===== src/rtl/ov5640_dvp_tx.sv =====
// ov5640_dvp_tx
// Stands in for an OV5640 sensor on the DVP bus. It produces VSYNC, HREF and
// RGB565 bytes (high byte first) from one pixel clock. The pixel data comes
// from one of four built-in test patterns.
//
// Ports:
//   clk          pixel clock (PCLK); every output changes on its rising edge
//   rst_n        asynchronous active-low reset
//   en           run request, sampled in IDLE and on the last clock of a frame
//   pattern_sel  0 bars, 1 grey ramp, 2 frame-count colour, 3 checker
//   cmos_vsync   high for the sync period at the start of each frame
//   cmos_href    high while line bytes are valid
//   cmos_data    RGB565 byte, zero while cmos_href is low
//   frame_done   one-cycle pulse on the last clock of the front porch
//   frame_cnt    completed frames, wrapping
//   busy         high whenever a frame is in progress
module ov5640_dvp_tx #(
  parameter int H_ACTIVE = 480,
  parameter int H_BLANK  = 64,
  parameter int V_ACTIVE = 272,
  parameter int VS_LINES = 2,
  parameter int V_BACK   = 8,
  parameter int V_FRONT  = 4
) (
  input  logic        clk,
  input  logic        rst_n,
  input  logic        en,
  input  logic [1:0]  pattern_sel,
  output logic        cmos_vsync,
  output logic        cmos_href,
  output logic [7:0]  cmos_data,
  output logic        frame_done,
  output logic [15:0] frame_cnt,
  output logic        busy
);

  localparam int LINE_LEN = 2 * H_ACTIVE + H_BLANK;
  localparam int HW       = $clog2(LINE_LEN);
  localparam int BAR_W    = H_ACTIVE / 8;
  localparam int BW       = $clog2(BAR_W + 1);

  localparam logic [HW-1:0] H_LAST = HW'(LINE_LEN - 1);
  localparam logic [HW-1:0] H_ACT2 = HW'(2 * H_ACTIVE);
  localparam logic [BW-1:0] BAR_LAST = BW'(BAR_W - 1);

  typedef enum logic [2:0] {
    S_IDLE,
    S_VSYNC,
    S_VBACK,
    S_ACTIVE,
    S_VFRONT
  } state_t;

  state_t       state_q, state_d;
  logic [HW-1:0] h_cnt_q, h_cnt_d;
  logic [15:0]  line_cnt_q, line_cnt_d;
  logic [1:0]   sel_q, sel_d;
  logic [BW-1:0] bar_px_q, bar_px_d;
  logic [2:0]   bar_idx_q, bar_idx_d;
  logic         vsync_q, vsync_d;
  logic         href_q, href_d;
  logic [7:0]   data_q, data_d;
  logic         done_q, done_d;
  logic [15:0]  frame_cnt_q, frame_cnt_d;
  logic         busy_q, busy_d;

  logic [15:0]  last_line;
  logic [5:0]   x_hi;
  logic [15:0]  pix;

  // The outputs are computed from the next state and next counters. The
  // registered outputs then stay aligned with the state they describe, and
  // no input reaches an output without passing through a flop.
  always_comb begin
    state_d     = state_q;
    h_cnt_d     = h_cnt_q;
    line_cnt_d  = line_cnt_q;
    sel_d       = sel_q;
    bar_px_d    = bar_px_q;
    bar_idx_d   = bar_idx_q;
    frame_cnt_d = frame_cnt_q;
    pix         = 16'h0000;

    case (state_q)
      S_VSYNC:  last_line = 16'(VS_LINES - 1);
      S_VBACK:  last_line = 16'(V_BACK - 1);
      S_ACTIVE: last_line = 16'(V_ACTIVE - 1);
      S_VFRONT: last_line = 16'(V_FRONT - 1);
      default:  last_line = 16'h0000;
    endcase

    if (state_q == S_IDLE) begin
      if (en) begin
        state_d    = S_VSYNC;
        h_cnt_d    = '0;
        line_cnt_d = '0;
      end
    end else if (h_cnt_q == H_LAST) begin
      h_cnt_d = '0;
      if (line_cnt_q == last_line) begin
        line_cnt_d = '0;
        case (state_q)
          S_VSYNC:  state_d = S_VBACK;
          S_VBACK:  state_d = S_ACTIVE;
          S_ACTIVE: state_d = S_VFRONT;
          default:  state_d = en ? S_VSYNC : S_IDLE;
        endcase
      end else begin
        line_cnt_d = line_cnt_q + 16'd1;
      end
    end else begin
      h_cnt_d = h_cnt_q + HW'(1);
    end

    // The pattern is frozen for the whole frame from the moment VSYNC begins.
    if (state_d == S_VSYNC && state_q != S_VSYNC) begin
      sel_d = pattern_sel;
    end

    // The bar counter follows the pixel about to be sent. It advances on each
    // high byte, so the bar index never needs a divide by the bar width.
    if (h_cnt_d == '0) begin
      bar_px_d  = '0;
      bar_idx_d = '0;
    end else if (!h_cnt_d[0]) begin
      if (bar_px_q == BAR_LAST) begin
        bar_px_d  = '0;
        bar_idx_d = bar_idx_q + 3'd1;
      end else begin
        bar_px_d = bar_px_q + BW'(1);
      end
    end

    // x_hi holds x[7:2], where x is the pixel column (h_cnt / 2).
    x_hi = 6'(h_cnt_d >> 3);

    case (sel_q)
      2'd0: begin
        case (bar_idx_d)
          3'd0:    pix = 16'hFFFF;
          3'd1:    pix = 16'hFFE0;
          3'd2:    pix = 16'h07FF;
          3'd3:    pix = 16'h07E0;
          3'd4:    pix = 16'hF81F;
          3'd5:    pix = 16'hF800;
          3'd6:    pix = 16'h001F;
          default: pix = 16'h0000;
        endcase
      end
      2'd1:    pix = {x_hi[5:1], x_hi, x_hi[5:1]};
      2'd2:    pix = {frame_cnt_q[4:0], 6'b000000, ~frame_cnt_q[4:0]};
      default: pix = (x_hi[2] ^ line_cnt_d[4]) ? 16'hFFFF : 16'h0000;
    endcase

    vsync_d = (state_d == S_VSYNC);
    href_d  = (state_d == S_ACTIVE) && (h_cnt_d < H_ACT2);
    data_d  = href_d ? (h_cnt_d[0] ? pix[7:0] : pix[15:8]) : 8'h00;
    done_d  = (state_d == S_VFRONT) && (line_cnt_d == 16'(V_FRONT - 1)) &&
              (h_cnt_d == H_LAST);
    if (done_d) begin
      frame_cnt_d = frame_cnt_q + 16'd1;
    end
    busy_d = (state_d != S_IDLE);
  end

  // All state and outputs live in one register bank. Reset drops back to IDLE
  // and does not remember any partly sent frame.
  always_ff @(posedge clk or negedge rst_n) begin
    if (!rst_n) begin
      state_q     <= S_IDLE;
      h_cnt_q     <= '0;
      line_cnt_q  <= '0;
      sel_q       <= 2'd0;
      bar_px_q    <= '0;
      bar_idx_q   <= '0;
      vsync_q     <= 1'b0;
      href_q      <= 1'b0;
      data_q      <= 8'h00;
      done_q      <= 1'b0;
      frame_cnt_q <= 16'h0000;
      busy_q      <= 1'b0;
    end else begin
      state_q     <= state_d;
      h_cnt_q     <= h_cnt_d;
      line_cnt_q  <= line_cnt_d;
      sel_q       <= sel_d;
      bar_px_q    <= bar_px_d;
      bar_idx_q   <= bar_idx_d;
      vsync_q     <= vsync_d;
      href_q      <= href_d;
      data_q      <= data_d;
      done_q      <= done_d;
      frame_cnt_q <= frame_cnt_d;
      busy_q      <= busy_d;
    end
  end

  assign cmos_vsync = vsync_q;
  assign cmos_href  = href_q;
  assign cmos_data  = data_q;
  assign frame_done = done_q;
  assign frame_cnt  = frame_cnt_q;
  assign busy       = busy_q;

endmodule


===== config.mk =====
export PLATFORM = sky130hd
export DESIGN_NAME = ov5640_dvp_tx
export DESIGN_NICKNAME = d
export VERILOG_FILES = /design/src/rtl/ov5640_dvp_tx.sv
export SDC_FILE = /design/constraint.sdc
export NUM_CORES = 1
export LEC_CHECK = 0
export CAP_MARGIN = 20
export CORE_ASPECT_RATIO = 0.7
export CORE_MARGIN = 2
export CORE_UTILIZATION = 59
export DETAILED_ROUTE_END_ITERATION = 8
export MAX_ROUTING_LAYER = met4
export PLACE_DENSITY = 0.81
export SETUP_SLACK_MARGIN = 0.15
export SLEW_MARGIN = 20
export SYNTH_ARGS = -nofsm -noshare
export SYNTH_HDL_FRONTEND = slang
export SYNTH_SLANG_ARGS = --single-unit

===== constraint.sdc =====
create_clock -name clk -period 4 [get_ports clk]
set_clock_uncertainty 0.2 [all_clocks]
set_input_delay 0.6 -clock clk [delete_from_list [all_inputs] [get_ports clk]]
set_output_delay 0.6 -clock clk [all_outputs]
set_load 0.01 [all_outputs]

# Word level (Yosys, flattened, before mapping)
# Cells that the tools add are included.
[totals] elab_cells=76 inputBits=5 register_bits=68
[classes] reduce_logical=9 n_mux=25 eq_ne=22 add_sub_neg=5 bitwise=2 n_lt_le_gt_ge=1
[ops] cell="16-bit one-hot mux with 7 select lines" count=1
[ops] cell="16-bit two-way mux" count=5
[ops] cell="16-bit one-hot mux with 3 select lines" count=1
[ops] cell="9-bit one-hot mux with 4 select lines" count=1
[ops] cell="16-bit by 1-bit adder with 16-bit output, second input constant" count=2
[ops] cell="10-bit two-way mux" count=3
[ops] cell="3-bit two-way mux" count=7
[ops] cell="10-bit equality test, second input constant" count=2
[ops] cell="6-bit two-way mux" count=3
[ops] cell="16-bit equality test" count=1
[ops] cell="16-bit by 2-bit equality test with 1-bit output, second input constant" count=1
[ops] cell="8-bit two-way mux" count=2
[ops] cell="3-bit by 2-bit equality test with 1-bit output, second input constant" count=5
[ops] cell="3-bit equality test, second input constant" count=5
[ops] cell="10-bit by 1-bit adder with 10-bit output, second input constant" count=1
[ops] cell="10-bit zero test" count=1
[ops] cell="10-bit < comparator, second input constant" count=1
[ops] cell="3-bit by 1-bit equality test with 1-bit output, second input constant" count=3
[ops] cell="3-bit one-hot mux with 3 select lines" count=1
[ops] cell="6-bit by 1-bit adder with 6-bit output, second input constant" count=1
[ops] cell="6-bit equality test, second input constant" count=1
[ops] cell="3-bit zero test" count=2
[ops] cell="5-bit inverter" count=1
[ops] cell="1-bit logical AND" count=4
[ops] cell="other kinds (9)" count=9

# Logic depth before layout (Yosys ltp)
[depth] ltp_word=11 depth_mapped=15 depth_no_buf=12

# Worst setup path before layout
# Ideal clock, no wire load.
[synth_path] path_kind="register to register" startpoint="register h_cnt_q[0]" endpoint="register frame_cnt_q[13] (netlist: frame_cnt[13])" arrival_time_ps=3203 path_slack_ps=518 period_less_slack_ps=3482 setup_ps=79 stages_incl_launch_ff=13 path_cell_list="dfrtp_1 ha_1 nand2_1 nor4_4 a21o_1 a21oi_1 a41o_1 or4b_1 or4_1 buf_2 buf_6 nor4_2 xor2_1"
[synth_between] elab_chain_len=6 elab_cells_between_ends=14 classes_between="1 x add/sub; 4 x eq/ne; 7 x mux; 2 x reduce/logical"
[synth_lines] element="start, declared" line="55" source="logic [HW-1:0] h_cnt_q, h_cnt_d;"
[synth_lines] element="start signal, assigned" line="184" source="h_cnt_q <= h_cnt_d;"
[synth_lines] element="10-bit equality test" line="98" source="end else if (h_cnt_q == H_LAST) begin"
[synth_lines] element="16-bit two-way mux" line="98"
[synth_lines] element="16-bit two-way mux" line="92" source="if (state_q == S_IDLE) begin"
[synth_lines] element="named net line_cnt_d[3]" line="56" source="logic [15:0] line_cnt_q, line_cnt_d;"
[synth_lines] element="16-bit by 2-bit equality test with 1-bit output" line="158" source="done_d = (state_d == S_VFRONT) && (line_cnt_d == 16'(V_FRONT - 1)) &&"
[synth_lines] element="1-bit logical AND (2 in series)" line="158"
[synth_lines] element="end signal, assigned" line="193" source="frame_cnt_q <= frame_cnt_d;"
[synth_lines] element="end, declared" line="64" source="logic [15:0] frame_cnt_q, frame_cnt_d;"
# The timed path passes the listed nets, and every way through them passes these cells.
# A chain may end at the register's enable or synchronous reset.

# Final worst setup path
[layout_path] startpoint="register line_cnt_q[7]" endpoint="register frame_cnt_q[1] (netlist: frame_cnt[1])"
[layout_between] elab_chain_len=7 elab_cells_between_ends=13 classes_between="1 x add/sub; 3 x eq/ne; 7 x mux; 2 x reduce/logical"
[layout_lines] element="start, declared" line="56"
[layout_lines] element="start signal, assigned" line="185" source="line_cnt_q <= line_cnt_d;"
[layout_lines] element="16-bit equality test" line="100" source="if (line_cnt_q == last_line) begin"
[layout_lines] element="16-bit two-way mux" line="100"
[layout_lines] element="16-bit two-way mux" line="98"
[layout_lines] element="16-bit two-way mux" line="92"
[layout_lines] element="named net line_cnt_d[3]" line="56"
[layout_lines] element="16-bit by 2-bit equality test with 1-bit output" line="158"
[layout_lines] element="1-bit logical AND (2 in series)" line="158"
# The timed path passes the listed nets, and every way through them passes these cells.

==> results <==
- The flip-flop cell with the highest count after synthesis is sky130_fd_sc_hd__dfrtp_1.
- TritonCTS built the clock tree.
- The tightest min-delay check is of the in2async type.
- Counting every instance in the synthesized netlist gives 475.
- Counting along the longest clock path gives a buffer depth of 2.
- The initial utilization of the core area, before any placement, comes to 61.5%.
- Across the run, the number of max-cap violations was 0.
- For this run, the total global-route usage over all layers was measured as 33.8%.
- The transition at the pin with the smallest max-transition slack is 0.705 ns.
- The setup check on the worst reg-to-reg path leaves a slack of 0.27 ns.
- The worst path required time is 4.03 ns.
- In the global route stage, met2 resource usage came out at 48.5%.
- The tree built by TritonCTS fans out to 68 sinks.
- In this design, the stage delay of the slowest critical-path cell is 0.55 ns.
- The total wire length is 12,300 um.
- The number of H-tree branching levels is 3.
- The run finished with clean final reports.
- Yosys attributes the largest share of cell area to sky130_fd_sc_hd__dfrtp_1, sky130_fd_sc_hd__nand2_1, sky130_fd_sc_hd__nand3_1.
- The worst register-to-register path ends at frame_cnt[1].
- The number of core rows is 25.
- The footprint of the flip-flops and latches is 1710 um2.
- The pin count of the biggest net entering global routing is 40.
- The library cell used most frequently in the layout, excluding fill and tap cells, is sky130_fd_sc_hd__dfrtp_1.
- The initial antenna violation count is 0.
- The worst-case IR drop observed on VDD is 0.000220 V.
- The number of nets in the finished design is 560.
- In this run, placement finished with an instance count of 627.
- The detail route stage leaves a number of antenna-violating nets equal to 0.
- At the worst endpoint, the arrival time is 3.77 ns.
- In the layout the commonest cells are sky130_fd_sc_hd__dfrtp_1, sky130_fd_sc_hd__buf_4, sky130_fd_sc_hd__nand2_1, sky130_fd_sc_hd__nand3_1, sky130_fd_sc_hd__clkdlybuf4s50_1.
- Clock-pin slew was measured on the worst setup and hold paths at 0.08 ns.
- The depth of the most critical reg-to-reg path is 10.
- The total power draw is 0.00134 W.
- The total congestion overflow after global routing is 0.
- The hold violation count in the final report is 0.
- The post-synthesis net count is 485.
- The post-synthesis sequential element count is 68.
- Summed over its instances, the top area cell type makes up 40.6% of the synthesized netlist area.
- The critical path in this run is classified as reg2reg.
- The vias per cell is 6.44.
- The multi-input combinational cells in the finished layout cover a total of 2370 um2.
- For this run, design rule violations remaining after detail routing come to 0.
- The minimum clock period after layout is 3.73 ns.
- In this run the power density over the cells is 256 nW/um2.
- In this run the clock root is driven by a sky130_fd_sc_hd__clkbuf_8.
- In this run the count of I/O pins placed on the die edge is 33.
- The height of the die is 74.6 um.
- The die width is 105 um.
- The routed layout has 4,180 vias.
- The synthesized design contains 0 enable-type register cells.
- STA classifies the critical path endpoint as a flip-flop.
- The first-pass iteration count of the detailed router is 5.
- The worst setup path is launched from a flip-flop.
- The critical path goes through nor4_2 > nand3_1 > o21ai_0 > nand3_1 > a41o_1 > or4b_1 > or4_1 > buf_4 > nor2_2 > mux2_1.
- The yosys synthesis warning count is 0.
- After synthesis, flip-flops and latches occupy 40.6% of the total area.
- Setup repair after global routing could not meet its margin everywhere.
- In the synthesized netlist the async set-or-reset flop fraction comes to 100%.
- Dividing the detail-routed wire length by the instance count gives 19.0 um.
- The maximum fanout encountered on the critical timing path is 15.
- The average instance in the mapped netlist occupies 8.83 um2.
- The count of pins over their slew limit is 0.
- Excluding fillers, the count of instances in the completed layout stands at 649.
- Summed over all instances, the cell type with the most area after synthesis is sky130_fd_sc_hd__dfrtp_1.
- The share of cells above drive strength 1 is 19.6%.
- The worst pin sits at a relative slew slack of 53.0%.
- The share of the clock period used by the worst path after layout is 93.4%.
- The number of distinct library cells after synthesis is 67.
- The mapped cell area is 4200 um2.
- Buffers placed on the I/O ports in this run total 32.
- The post-synthesis to final-layout area growth is 24.8%.
- The worst register-to-register path begins at line_cnt_q[7].
- The standby leakage power is 2.33 nW.
- The met3 layer usage reported by global route is 12.4%.
- The total die area is 7810 um2.
- In this design, the critical path's most frequently occurring cell is sky130_fd_sc_hd__nand3_1.
- The number of failing setup endpoints in the final timing report is 0.
- The number of design-rule violations left by the first detailed-router iteration is 483.
- The cell with the largest stage delay on the worst path is sky130_fd_sc_hd__or4_1.
- The TritonCTS buffer count is 9.
- 0 antenna diodes ended up in the layout.
- The highest achievable clock rate is 268 MHz.
- Routability-driven placement finished with a final weighted congestion of 1.02.
- The detailed placement HPWL is 9050 um.
- The number of global-route vias before repair is 3,829.
- The busiest metal layer after global routing is met2.
- The area of the core is 6820 um2.
- The number of filler cells placed in the layout is 489.
- The wire length of the first global-routing pass is 19,800 um.
- For this run, global-route usage on met1 was measured as 45.5%.
- The later-pin clock latency in the skew report is 0.35 ns.
## state kept, by name, summed over array words and instances, names as in the netlist
register / cells
line_cnt_q: 16
sel_q: 2
bar_idx_q: 3
frame_done: 1
bar_px_q: 6
frame_cnt: 16
h_cnt_q: 10
cmos_href: 1
cmos_vsync: 1
cmos_data: 8
state_q: 3
busy: 1
## power by group
group / switching [W] / internal [W] / total [W]
clock: 0.000269 / 0.000368 / 0.000636
combinational: 0.0000149 / 0.00000427 / 0.0000191
sequential: 0 / 0.000687 / 0.000687
## cells in the mapped netlist (all sizes together), types with 9 or more instances
master and count:
and3 13, o21ai 35, dfrtp 68, a31oi 9
a21oi 22, nor4 17, buf 14, nor2 25
clkbuf 13, xor2 17, nand3 34, nor3 16
inv 17, nand2 50, nand4 17, or3 9
## kinds of logic (layout without fill, tap and decap cells)
logic type | after synthesis | count (layout) | share of synthesized area, %
adders and majority gates | 5 | 5 | 1.49
DFF | 68 | 68 | 40.6
and+or+nand+nor | 222 | 222 | 30.3
muxes | 7 | 7 | 1.82
AOI/OAI and AO/OA | 108 | 108 | 17.0
buffers and inverters | 44 | 124 | 4.47
xor gates and xnor gates | 21 | 21 | 4.38
## metal layers
metal  vias to the layer above  share of wire, %
met1                      2011                45
met5                         -                 0
met2                       227                43
met4                         0              0.85
met3                         9                11
li1                       1933                 -
## what timing repair did
action                     CTS  global route
pin swaps                    1             2
setup endpoints to repair    2            16
resized for setup            1            13
hold buffers                 0             0
setup buffers                0             6
## per-stage QoR
stage	instance area [um2]	TNS (ns)	util, %	hold WS, ns	setup WS, ns
finish	5240	0	76.8	0.0866	0.266
global route	5240	0	76.8	0.154	0.126
CTS	5130	0	75.3	0.107	0.156
detailed placement	4910	-0.185	72.0	0.284	-0.0889
global placement	4910	0	72.0	0.266	0.0631
floorplan	4200	0	-	0.104	0.518
## critical path: cells and delay by family, from the launching register on
kind / cells / cell delay (ns)
DFF: 1 / 0.46
buffers and inverters: 1 / 0.23
AOI/OAI and AO/OA: 2 / 0.52
muxes: 1 / 0.32
and+or+nand+nor: 6 / 1.88
## cell type report
| cell class | instances | area share (%) |
|---|---|---|
| Multi-Input combinational cell | 363 | 45.2 |
| Sequential cell | 68 | 32.6 |
| Timing Repair Buffer | 91 | 14.5 |
| Clock buffer | 10 | 2.63 |
| Tap cell | 94 | 2.25 |
| Clock inverter | 6 | 1.67 |
| Inverter | 17 | 1.22 |
## worst max path at each step
stage	start	to	slack, ns
finish	line_cnt_q[7]	frame_cnt[1]	0.27
floorplan	h_cnt_q[0]	frame_cnt[13]	0.52
global route	state_q[1]	frame_cnt[12]	0.13
global placement	en	frame_cnt[1]	0.06
CTS	state_q[1]	frame_cnt[14]	0.16
detailed placement	en	frame_cnt[14]	-0.09
Power figures use the tool's default switching activity.
